### config.mk
export PLATFORM = sky130hd
export DESIGN_NAME = hazard_fwd_ctrl
export DESIGN_NICKNAME = d
export VERILOG_FILES = /design/src/rtl/hazard_fwd_ctrl.sv
export SDC_FILE = /design/constraint.sdc
export NUM_CORES = 1
export LEC_CHECK = 0
export CORE_MARGIN = 2
export CORE_UTILIZATION = 30
export DETAILED_ROUTE_END_ITERATION = 10
export PLACE_DENSITY = 0.69
export SLEW_MARGIN = 20
export SYNTH_ARGS = -nofsm -noshare
export SYNTH_HDL_FRONTEND = slang
export SYNTH_SLANG_ARGS = --single-unit
### constraint.sdc
create_clock -name clk -period 3.5 [get_ports clk]
set_input_delay 0.35 -clock clk [delete_from_list [all_inputs] [get_ports clk]]
set_output_delay 0.35 -clock clk [all_outputs]
set_load 0.005 [all_outputs]
### src/rtl/hazard_fwd_ctrl.sv
// Forwarding and hazard controller for a 5-stage RISC-V pipeline.
// Selects EX operand sources (MEM / WB / register file) per source operand,
// sequences load-use stalls of configurable depth, and tracks a single
// outstanding multi-cycle (mul/div) operation in a one-entry scoreboard.
module hazard_fwd_ctrl #(
  parameter int AW       = 5,
  parameter int NUM_SRC  = 2,
  parameter int LOAD_LAT = 1,
  parameter int MD_LAT   = 4
) (
  input  logic                  clk,
  input  logic                  rst_n,
  input  logic [NUM_SRC*AW-1:0] id_rs,
  input  logic [NUM_SRC-1:0]    id_rs_used,
  input  logic                  id_md,
  input  logic [NUM_SRC*AW-1:0] ex_rs,
  input  logic [AW-1:0]         ex_rd,
  input  logic                  ex_RegWEn,
  input  logic                  ex_MemRead,
  input  logic                  ex_md_start,
  input  logic [AW-1:0]         mem_rd,
  input  logic                  mem_RegWEn,
  input  logic                  mem_MemRead,
  input  logic [AW-1:0]         wb_rd,
  input  logic                  wb_RegWEn,
  output logic [2*NUM_SRC-1:0]  fw_sel,
  output logic                  stall_if,
  output logic                  stall_id,
  output logic                  flush_ex,
  output logic                  md_busy,
  output logic                  md_wb_req,
  output logic [AW-1:0]         md_rd
);

  typedef enum logic {RUN = 1'b0, LD_STALL = 1'b1} state_t;

  // The first stall cycle is spent in RUN, so the counter covers the rest.
  localparam logic [2:0] LD_INIT = (LOAD_LAT > 1) ? 3'(LOAD_LAT - 2) : 3'd0;
  localparam logic [3:0] MD_INIT = 4'(MD_LAT - 1);

  state_t     state, state_nxt;
  logic [2:0] ld_cnt, ld_cnt_nxt;
  logic [3:0] md_cnt;
  logic       load_use;
  logic       md_haz;
  logic       stall;

  // Per-source operand forwarding; MEM wins over WB, x0 never forwards,
  // and a load in MEM has no data yet so it cannot forward.
  always_comb begin
    fw_sel = '0;
    for (int i = 0; i < NUM_SRC; i++) begin
      if (mem_RegWEn && !mem_MemRead && (mem_rd != '0) &&
          (mem_rd == ex_rs[i*AW +: AW]))
        fw_sel[2*i +: 2] = 2'b10;
      else if (wb_RegWEn && (wb_rd != '0) && (wb_rd == ex_rs[i*AW +: AW]))
        fw_sel[2*i +: 2] = 2'b01;
    end
  end

  // Load-use and multi-cycle dependency detection against the ID operands.
  always_comb begin
    logic ld_hit;
    logic md_hit;
    ld_hit = 1'b0;
    md_hit = 1'b0;
    for (int i = 0; i < NUM_SRC; i++) begin
      if (id_rs_used[i] && (id_rs[i*AW +: AW] == ex_rd)) ld_hit = 1'b1;
      if (id_rs_used[i] && (id_rs[i*AW +: AW] == md_rd)) md_hit = 1'b1;
    end
    load_use = ex_MemRead && ex_RegWEn && (ex_rd != '0) && ld_hit;
    md_haz   = md_busy && (id_md || (md_hit && (md_rd != '0)));
  end

  // Load-stall sequencer state register.
  always_ff @(posedge clk or negedge rst_n) begin
    if (!rst_n) begin
      state  <= RUN;
      ld_cnt <= 3'd0;
    end else begin
      state  <= state_nxt;
      ld_cnt <= ld_cnt_nxt;
    end
  end

  // Load-stall sequencer next state; LD_STALL runs regardless of md stalls.
  always_comb begin
    state_nxt  = state;
    ld_cnt_nxt = ld_cnt;
    case (state)
      RUN: begin
        if (load_use && (LOAD_LAT > 1)) begin
          state_nxt  = LD_STALL;
          ld_cnt_nxt = LD_INIT;
        end
      end
      LD_STALL: begin
        if (ld_cnt == 3'd0) state_nxt  = RUN;
        else                ld_cnt_nxt = ld_cnt - 3'd1;
      end
      default: state_nxt = RUN;
    endcase
  end

  // Pipeline hold/bubble outputs; forced low while reset is asserted.
  always_comb begin
    stall = rst_n && ((state == LD_STALL) ||
                      ((state == RUN) && load_use) ||
                      md_haz);
    stall_if = stall;
    stall_id = stall;
    flush_ex = stall;
  end

  // Single-entry scoreboard; a start while busy is ignored unless it lands
  // on the result cycle, in which case the new op is accepted back-to-back.
  always_ff @(posedge clk or negedge rst_n) begin
    if (!rst_n) begin
      md_busy <= 1'b0;
      md_cnt  <= 4'd0;
      md_rd   <= '0;
    end else if (ex_md_start && (!md_busy || md_wb_req)) begin
      md_busy <= 1'b1;
      md_cnt  <= MD_INIT;
      md_rd   <= ex_rd;
    end else if (md_busy) begin
      if (md_cnt == 4'd0) md_busy <= 1'b0;
      else                md_cnt  <= md_cnt - 4'd1;
    end
  end

  assign md_wb_req = md_busy && (md_cnt == 4'd0);

endmodule

==> impl_metrics.yaml, run 1 <==
worst_setup_path:
  cp.required_ns: 3.15
  setup.worst_path.start: "mem_rd[2]"
  r2r_setup_slack_ns: 1.50
  crit_fanout: 3
  setup.worst_path.end: "fw_sel[2]"
  path_class: "input pin to output pin"
  arrival_ns: 2.51
  r2r_end: "md_rd[1]"
  rr_worst_depth: 6
  crit_path_end_kind: "output pin"
  critPathLaunchType: "input pin"
  rr_startpoint: "md_cnt[0]"
synth:
  syn_nets: 177
  yosysWarnings: 0
  ys_seq_area_share_pct: 30.11
  avgSynthCellArea_um2: 9.162
  synth-seq-cells: 14
  netlist_area_um2: 1164
  syn_inst: 127
  ys_types: 25
finish:
  finalNetCount: 240
  final_core_util_pct: 50.47
  diodes: 0
  ff_latch_area_um2: 350.3
  drive_gt1_share_pct: 5.820
  multi_input_area_um2: 768.2
  fillers: 347
  areaGrowthSynthToFinish_pct: 60.00
power_and_ir_drop:
  p_clk_share_pct: 17.1
  p_int_mw: 0.5794
  power_frac_seq_pct: 33.8
  switching_power_mw: 0.3111
  leakage_nw: 0.7156
  p_comb_share_pct: 49.0
  ir_drop_v: 0.0003523
  swShare_pct: 34.94
  powerDensity_nw_per_um2: 478.3
global_routing:
  overflow: 0
  grt_max_degree: 13
  grt_pass1_wl_um: 5209
  antenna_found_initial: 0
  track_usage_pct: 15.44
  grt_pass1_vias: 1174
clock_network:
  cts_hold_buffers: 0
  cts_resized: 0
  cts_tree: "done"
  post-cts-setup-buffers: 0
  cts-buffers-inserted: 3
  cts-root-buf: "clkbuf_8"
  clkLatencyLatePin_ns: 0.24
  clockBufferDepth: 2
  cts.sinks: 14
  clk_pin_slew_ns: 0.05
  htree_num_levels: 1
placement:
  gp_congestion: 0.8160
  portBuffers: 59
  pre_cts_ws_ns: 0.6240
  hpwl_um: 2750
die:
  coreArea_um2: 3689
  fp.dieH_um: 66.28
  rows: 22
  die_w_um: 66.28
  dieArea_um2: 4393
  num_io_pins: 60
  start_util_pct: 31.55
drt:
  wire_per_inst_um: 13.65
  dr.pass1.iters: 4
  drt-initial-drc-count: 46
  drt-total-wl_um: 3235
  viasPerCell: 4.814
  drcViolationCount: 0
  ant_nets: 0
  vias: 1141
timing:
  worst_pin_slew_ns: 0.5979
  setup_viol_count_final: 0
  period_needed_ns: 2.859
  finalHoldViolCount: 0
  clock_skew_ns: 0.001617
  drv_slew: 0
  setup_tns_ns: 0
  setup_slack_ns: 0.6409
  rsz0062_at_grt: "false"
  fmax_mhz: 349.8
  fin_crit_sh_pct: 81.69
  relSlewSlack_pct: 59.80
hold_path:
  min-delay-path-class: "input pin to asynchronous set/reset pin"
job:
  drv_cap: 0
outcome:
  status: "finished clean"
[metrics by stage]
step           cell area, um2  hold slack (ns)  instances  total power [mW]
4_1_cts                  1862           0.3404        237            0.9023
3_3_place_gp             1807           0.4606        233            0.7210
2_1_floorplan            1164          0.05441        127            0.5227
5_1_grt                  1862           0.3464        237            0.9611
6_report                 1862           0.3466        237            0.8906
3_5_place_dp             1807           0.4630        233            0.7433
[kinds of logic (layout without fill, tap and decap cells)]
kind of cell    count (synthesis)  count (layout)  synth area share (%)
buf+inv                        10              72                 3.871
xor+xnor                       41              41                 30.86
flops                          14              14                 30.11
fa+ha+maj                       4               4                 4.301
mux                             5               5                 4.838
simple gates                   36              36                 17.10
compound gates                 17              17                 8.926
[state kept, by name, indices dropped and copies added, names as in the netlist]
name and cells:
ld_cnt 3, md_rd 5, md_cnt 4, state 1, md_busy 1
[layout make-up]
cell class                 instances  area share, %
multi-input combinational        103          41.26
timing repair buffer              60          32.12
inverter                           8          1.613
sequential                        14          18.82
clock buffer                       4          2.957
tap                               48          3.226
[worst max-delay path, stage by stage]
cell and delay (ns):
clkdlybuf4s50_1 0.47, or4_1 0.51, o21ai_0 0.22, nor4_1 0.11, nor4_1 0.29, clkdlybuf4s50_1 0.55
[per-layer routing]
| layer | share of wire [%] | wire length (um) | GRT usage (%) | vias to the layer above |
|---|---|---|---|---|
| li1 | - | - | - | 569 |
| met1 | 39 | 1275 | 17.50 | 544 |
| met2 | 55 | 1773 | 28.38 | 24 |
| met3 | 4.6 | 148 | 2.726 | 4 |
| met4 | 1.2 | 38 | 5.867 | 0 |
| met5 | 0 | 0 | 0 | - |
[cell usage after synthesis (all sizes together)]
library cell / count / area share, %
a211o: 1 / 0.75
nand2: 7 / 2.3
nor4: 6 / 3.2
nor4b: 1 / 0.75
nor2b: 1 / 0.54
mux2: 5 / 4.8
or4: 6 / 3.9
a21oi: 2 / 0.86
nand4: 2 / 1.1
o31ai: 1 / 0.65
o311a: 1 / 0.86
xor2: 22 / 17
buf: 2 / 1.3
inv: 8 / 2.6
ha: 4 / 4.3
nand3: 4 / 1.7
nand2b: 1 / 0.54
xnor2: 19 / 14
nor3: 3 / 1.3
nor2: 5 / 1.8
dfrtp: 14 / 30
o2111ai: 1 / 0.75
o31a: 1 / 0.75
o21ai: 10 / 4.3
[how the worst min path moves through the flow]
stage	startpoint	end	slack [ns]
final	rst_n	md_rd[3]	0.35
after global routing	rst_n	md_rd[3]	0.35
after CTS	rst_n	md_rd[3]	0.34
after detailed placement	ld_cnt[0]	ld_cnt[0]	0.46
after global placement	ld_cnt[0]	ld_cnt[0]	0.46
after floorplan	rst_n	ld_cnt[0]	0.05
[layout by cell type (no fill, tap or decap), types with 2 or more instances in the layout]
master / count
nor3_1: 3
nand3_1: 4
xor2_1: 22
o21ai_0: 10
ha_1: 4
clkdlybuf4s50_1: 59
nor4_1: 6
nand2_1: 7
inv_1: 8
dfrtp_1: 14
mux2_2: 5
or4_1: 6
nor2_1: 4
xnor2_1: 19
a21oi_1: 2
nand4_1: 2
clkbuf_8: 4
[power groups by stage]
stage               clock network, mW  registers, mW  logic, mW
global placement                    0          0.299      0.422
floorplan                           0          0.284      0.239
finish                          0.153          0.301      0.437
detailed placement                  0          0.304      0.439
CTS                             0.160          0.302      0.440
global route                    0.169          0.313      0.479
Note: power is estimated with default switching activity, not from simulation.
==> run 2, diff against run 1 <==
==> constraint.sdc (replaced) <==
create_clock -name clk -period 3 [get_ports clk]
set_input_delay 0.3 -clock clk [delete_from_list [all_inputs] [get_ports clk]]
set_output_delay 0.3 -clock clk [all_outputs]
set_load 0.005 [all_outputs]
==> run 2 against run 1 <==
Effect of this change:
- sequential power increased by 17%
- clock skew about the same
- die area unchanged
- critical path depth unchanged
- final cell count unchanged
- via count increased by 0.44%
- combinational power increased by 17%
==> impl_metrics.yaml, run 2 (synthesis results as in run 1) <==
power_and_ir_drop:
  ir_drop_v: 0.0004289
  power_mw: 1.043
  leakage_nw: 0.7156
  powerDensity_nw_per_um2: 560.2
clock_network:
  clkLatencyLatePin_ns: 0.24
  post-cts-setup-buffers: 0
  cts_resized: 0
  cts_hold_buffers: 0
  clk_pin_slew_ns: 0.05
  htree_num_levels: 1
  cts.sinks: 14
  cts_tree: "done"
  cts-root-buf: "clkbuf_8"
  clockBufferDepth: 2
  cts-buffers-inserted: 3
timing:
  fin_crit_sh_pct: 92.84
  relSlewSlack_pct: 59.67
  drv_slew: 0
  worst_hold_slack_ns: 0.2825
  fmax_mhz: 359.0
  worst_pin_slew_ns: 0.5999
  clock_skew_ns: 0.001174
  period_needed_ns: 2.785
  rsz0062_at_grt: "false"
  finalHoldViolCount: 0
  setup_tns_ns: 0
  setup_viol_count_final: 0
finish:
  fillers: 355
  diodes: 0
  final_core_util_pct: 50.47
  finalNetCount: 240
  areaGrowthSynthToFinish_pct: 60.00
  drive_gt1_share_pct: 5.820
  fin_area_um2: 1862
  layout_common_cells: "clkdlybuf4s50_1, xor2_1, xnor2_1"
  largest_registers: "md_rd: 5 flops, md_cnt: 4 flops, ld_cnt: 3 flops"
  layout_commonest_cell: "clkdlybuf4s50_1"
  largest_register: "md_rd"
  largest_reg_flops: 5
global_routing:
  grt_pass1_vias: 1187
  grt_pass1_wl_um: 5257
  overflow: 0
  track_usage_pct: 15.58
  grt_max_degree: 13
  antenna_found_initial: 0
drt:
  drcViolationCount: 0
  ant_nets: 0
  viasPerCell: 4.835
  drt-total-wl_um: 3316
  vias: 1146
  drt-initial-drc-count: 38
  dr.pass1.iters: 4
  wire_per_inst_um: 13.99
outcome:
  status: "finished clean"
die:
  rows: 22
  fp.dieH_um: 66.28
  num_io_pins: 60
  die_w_um: 66.28
  coreArea_um2: 3689
  dieArea_um2: 4393
  start_util_pct: 31.55
job:
  drv_cap: 0
placement:
  portBuffers: 59
  gp_congestion: 0.8161
  dpl-instance-area_um2: 1807
  hpwl_um: 2809
worst_setup_path:
  rr_startpoint: "md_cnt[0]"
  setup.worst_path.start: "md_rd[1]"
  arrival_ns: 2.49
  cp.required_ns: 2.70
  critPathLaunchType: "flip-flop"
  crit_path_end_kind: "output pin"
  path_class: "flip-flop to output pin"
  crit_fanout: 5
hold_path:
  min-delay-path-class: "input pin to asynchronous set/reset pin"
run 2: cell counts in the layout (fill, tap and decap cells not counted):
No cell type changed its count.
run 2: report_power, final:
group          switching (mW)  internal [mW]
clock network          0.0636          0.116
registers              0.0967          0.257
logic                   0.207          0.303
run 2: final timing paths:
kind	depth (start not counted)	slack, ns	endpoint
max	6	0.21	stall_id
min	1	0.28	md_rd[3]
max reg2reg	6	0.98	md_rd[1]
min reg2reg	1	0.47	ld_cnt[0]
max in group asynchronous	2	2.29	state
min in group clk	1	0.47	ld_cnt[0]
run 2: critical path, cell delays in order, from the launching register on:
cell,delay (ns)
dfrtp_1,0.44
or4_1,0.56
nor2_2,0.12
nor3_1,0.07
o311a_1,0.32
a211o_1,0.27
clkdlybuf4s50_1,0.46
run 2: through the flow:
stage                     setup WS, ns  std cells
after global routing           0.05368        237
after global placement          0.2806        233
after detailed placement        0.2360        233
after floorplan                 0.8693        127
final                           0.2148        237
after CTS                       0.1930        237
run 2: final cells by class:
cell class | count | area, um2 | area share, %
multi-input cells | 103 | 768.2 | 41.26
repair buffers | 60 | 598.1 | 32.12
flip-flops and latches | 14 | 350.3 | 18.82
well taps | 48 | 60.06 | 3.226
clock buffers | 4 | 55.05 | 2.957
inverters | 8 | 30.03 | 1.613
run 2: layer usage:
metal	vias up	part of all wire (%)	global-route usage [%]
met5	-	0	0
met4	0	1.4	5.357
met3	5	4.4	2.385
met2	27	54	30.25
met1	548	40	16.75
li1	566	-	-
==> run 3, diff against run 2 <==
--- a/config.mk
+++ b/config.mk
@@ -8,7 +8,7 @@
 export CORE_MARGIN = 2
 export CORE_UTILIZATION = 30
 export DETAILED_ROUTE_END_ITERATION = 10
-export PLACE_DENSITY = 0.69
+export PLACE_DENSITY_LB_ADDON = 0.1
 export SLEW_MARGIN = 20
 export SYNTH_ARGS = -nofsm -noshare
 export SYNTH_HDL_FRONTEND = slang
==> constraint.sdc (replaced) <==
create_clock -name clk -period 2.5 [get_ports clk]
set_input_delay 0.25 -clock clk [delete_from_list [all_inputs] [get_ports clk]]
set_output_delay 0.25 -clock clk [all_outputs]
set_load 0.005 [all_outputs]
==> run 3 against run 2 <==
Effect of this change:
- clock skew is 0.0034 ns higher
- clock power up 19%
- critical path depth unchanged
- register-to-register slack worse by 0.20 ns
- critical path type unchanged
- largest cell class unchanged
- highest routed layer unchanged
==> impl_metrics.yaml, run 3 (synthesis results as in run 1) <==
outcome:
  status: "finished clean"
drt:
  drcViolationCount: 0
  viasPerCell: 4.628
  ant_nets: 0
  vias: 1171
  drt-total-wl_um: 3449
  dr.pass1.iters: 4
  wire_per_inst_um: 13.63
  drt-initial-drc-count: 24
global_routing:
  grt_pass1_vias: 1151
  track_usage_pct: 15.35
  grt_pass1_wl_um: 5181
  grt_max_degree: 15
  overflow: 0
  antenna_found_initial: 0
timing:
  drv_slew: 0
  rsz0062_at_grt: "true"
  fmax_mhz: 411.4
  worst_pin_slew_ns: 0.3501
  worst_hold_slack_ns: 0.2065
  relSlewSlack_pct: 76.44
  period_needed_ns: 2.431
  clock_skew_ns: 0.004529
  setup_viol_count_final: 0
  fin_crit_sh_pct: 97.24
  finalHoldViolCount: 0
  setup_slack_ns: 0.06911
  setup_tns_ns: 0
clock_network:
  cts_tree: "done"
  clockBufferDepth: 2
  cts-buffers-inserted: 3
  cts_hold_buffers: 0
  htree_num_levels: 1
  clkLatencyLatePin_ns: 0.24
  cts.sinks: 14
  clk_pin_slew_ns: 0.06
  cts-root-buf: "clkbuf_8"
finish:
  ff_latch_area_um2: 350.3
  largest_reg_flops: 5
  final_core_util_pct: 54.27
  layout_common_cells: "clkdlybuf4s50_1, xor2_1, xnor2_1"
  largest_registers: "md_rd: 5 flops, md_cnt: 4 flops, ld_cnt: 3 flops"
  areaGrowthSynthToFinish_pct: 72.04
  diodes: 0
  drive_gt1_share_pct: 14.63
  multi_input_area_um2: 789.5
  largest_register: "md_rd"
  fillers: 353
  finalNetCount: 256
  layout_commonest_cell: "clkdlybuf4s50_1"
die:
  die_w_um: 66.28
  coreArea_um2: 3689
  fp.dieH_um: 66.28
  start_util_pct: 31.55
  rows: 22
  num_io_pins: 60
  dieArea_um2: 4393
worst_setup_path:
  crit_path_end_kind: "output pin"
  crit_slowest_cell: "or4_4"
  critPathLaunchType: "flip-flop"
  crit_fanout: 3
  path_cells: "or4_4 > nor2_4 > nor3_1 > o311a_1 > a211o_1 > dlygate4sd2_1"
  cp.required_ns: 2.25
  rr_startpoint: "md_cnt[0]"
  path_delay_family: "simple AND/OR/NAND/NOR gates"
  slowest_delay_ns: 0.55
  setup.worst_path.start: "md_rd[1]"
  arrival_ns: 2.18
  path_class: "flip-flop to output pin"
  critPathBufInv: 1
power_and_ir_drop:
  ir_drop_v: 0.0005738
  power_frac_seq_pct: 28.5
  swShare_pct: 33.81
  power_mw: 1.339
  leakage_nw: 0.8197
  p_int_mw: 0.8865
  powerDensity_nw_per_um2: 669.0
  switching_power_mw: 0.4528
  p_comb_share_pct: 55.5
  p_clk_share_pct: 16.0
job:
  drv_cap: 0
placement:
  portBuffers: 59
  pre_cts_ws_ns: -0.2216
  hpwl_um: 2908
  gp_congestion: 0.8114
hold_path:
  min-delay-path-class: "input pin to asynchronous set/reset pin"
[run 3: cell count changes in the layout (fill, tap and decap cells not counted), moves of 2 or more]
cell,previous run,this run
buf_4,1,17
nor4_2,0,2
clkdlybuf4s50_1,59,53
nor4_1,6,4
dlygate4sd2_1,0,3
clkdlybuf4s15_1,0,2
[run 3: final timing paths]
check	endpoint	slack, ns	depth (start not counted)
worst max register to register	md_rd[4]	0.78	7
worst min-delay path	md_rd[0]	0.21	1
worst min register to register	ld_cnt[0]	0.47	1
max in group asynchronous	ld_cnt[2]	1.87	2
worst max-delay path	stall_if	0.07	6
min in group clk	md_rd[0]	0.42	2
[run 3: power groups by stage]
stage               Combinational, mW  Clock [mW]  Sequential (mW)
floorplan                       0.334           0            0.397
global placement                0.720           0            0.376
detailed placement              0.731           0            0.379
CTS                             0.730       0.223            0.375
global route                    0.824       0.232            0.390
finish                          0.743       0.215            0.382
[run 3: layout make-up]
cell class | instances | area share (%)
repair buffers | 76 | 35.81
clock buffers | 4 | 2.750
multi-input cells | 103 | 39.44
flip-flops and latches | 14 | 17.50
well taps | 48 | 3.000
inverters | 8 | 1.500
[run 3: timing repair]
action	CTS	global route
setup buffers	0	1
resized for setup	7	6
pin swaps	2	1
endpoints found under the hold margin	0	0
endpoints found under the setup margin	5	4
[run 3: stage by stage]
step / cell area (um2) / cells
global placement: 1919 / 248
global route: 2002 / 253
floorplan: 1164 / 127
detailed placement: 1919 / 248
CTS: 1974 / 252
finish: 2002 / 253
[run 3: routing by layer]
layer  track usage (%)  vias up  share of wire, %
li1                  -      602                 -
met1             22.05      530                48
met2             23.63       34                45
met3             2.215        5               5.9
met4             4.592        0               1.0
met5                 0        -                 0
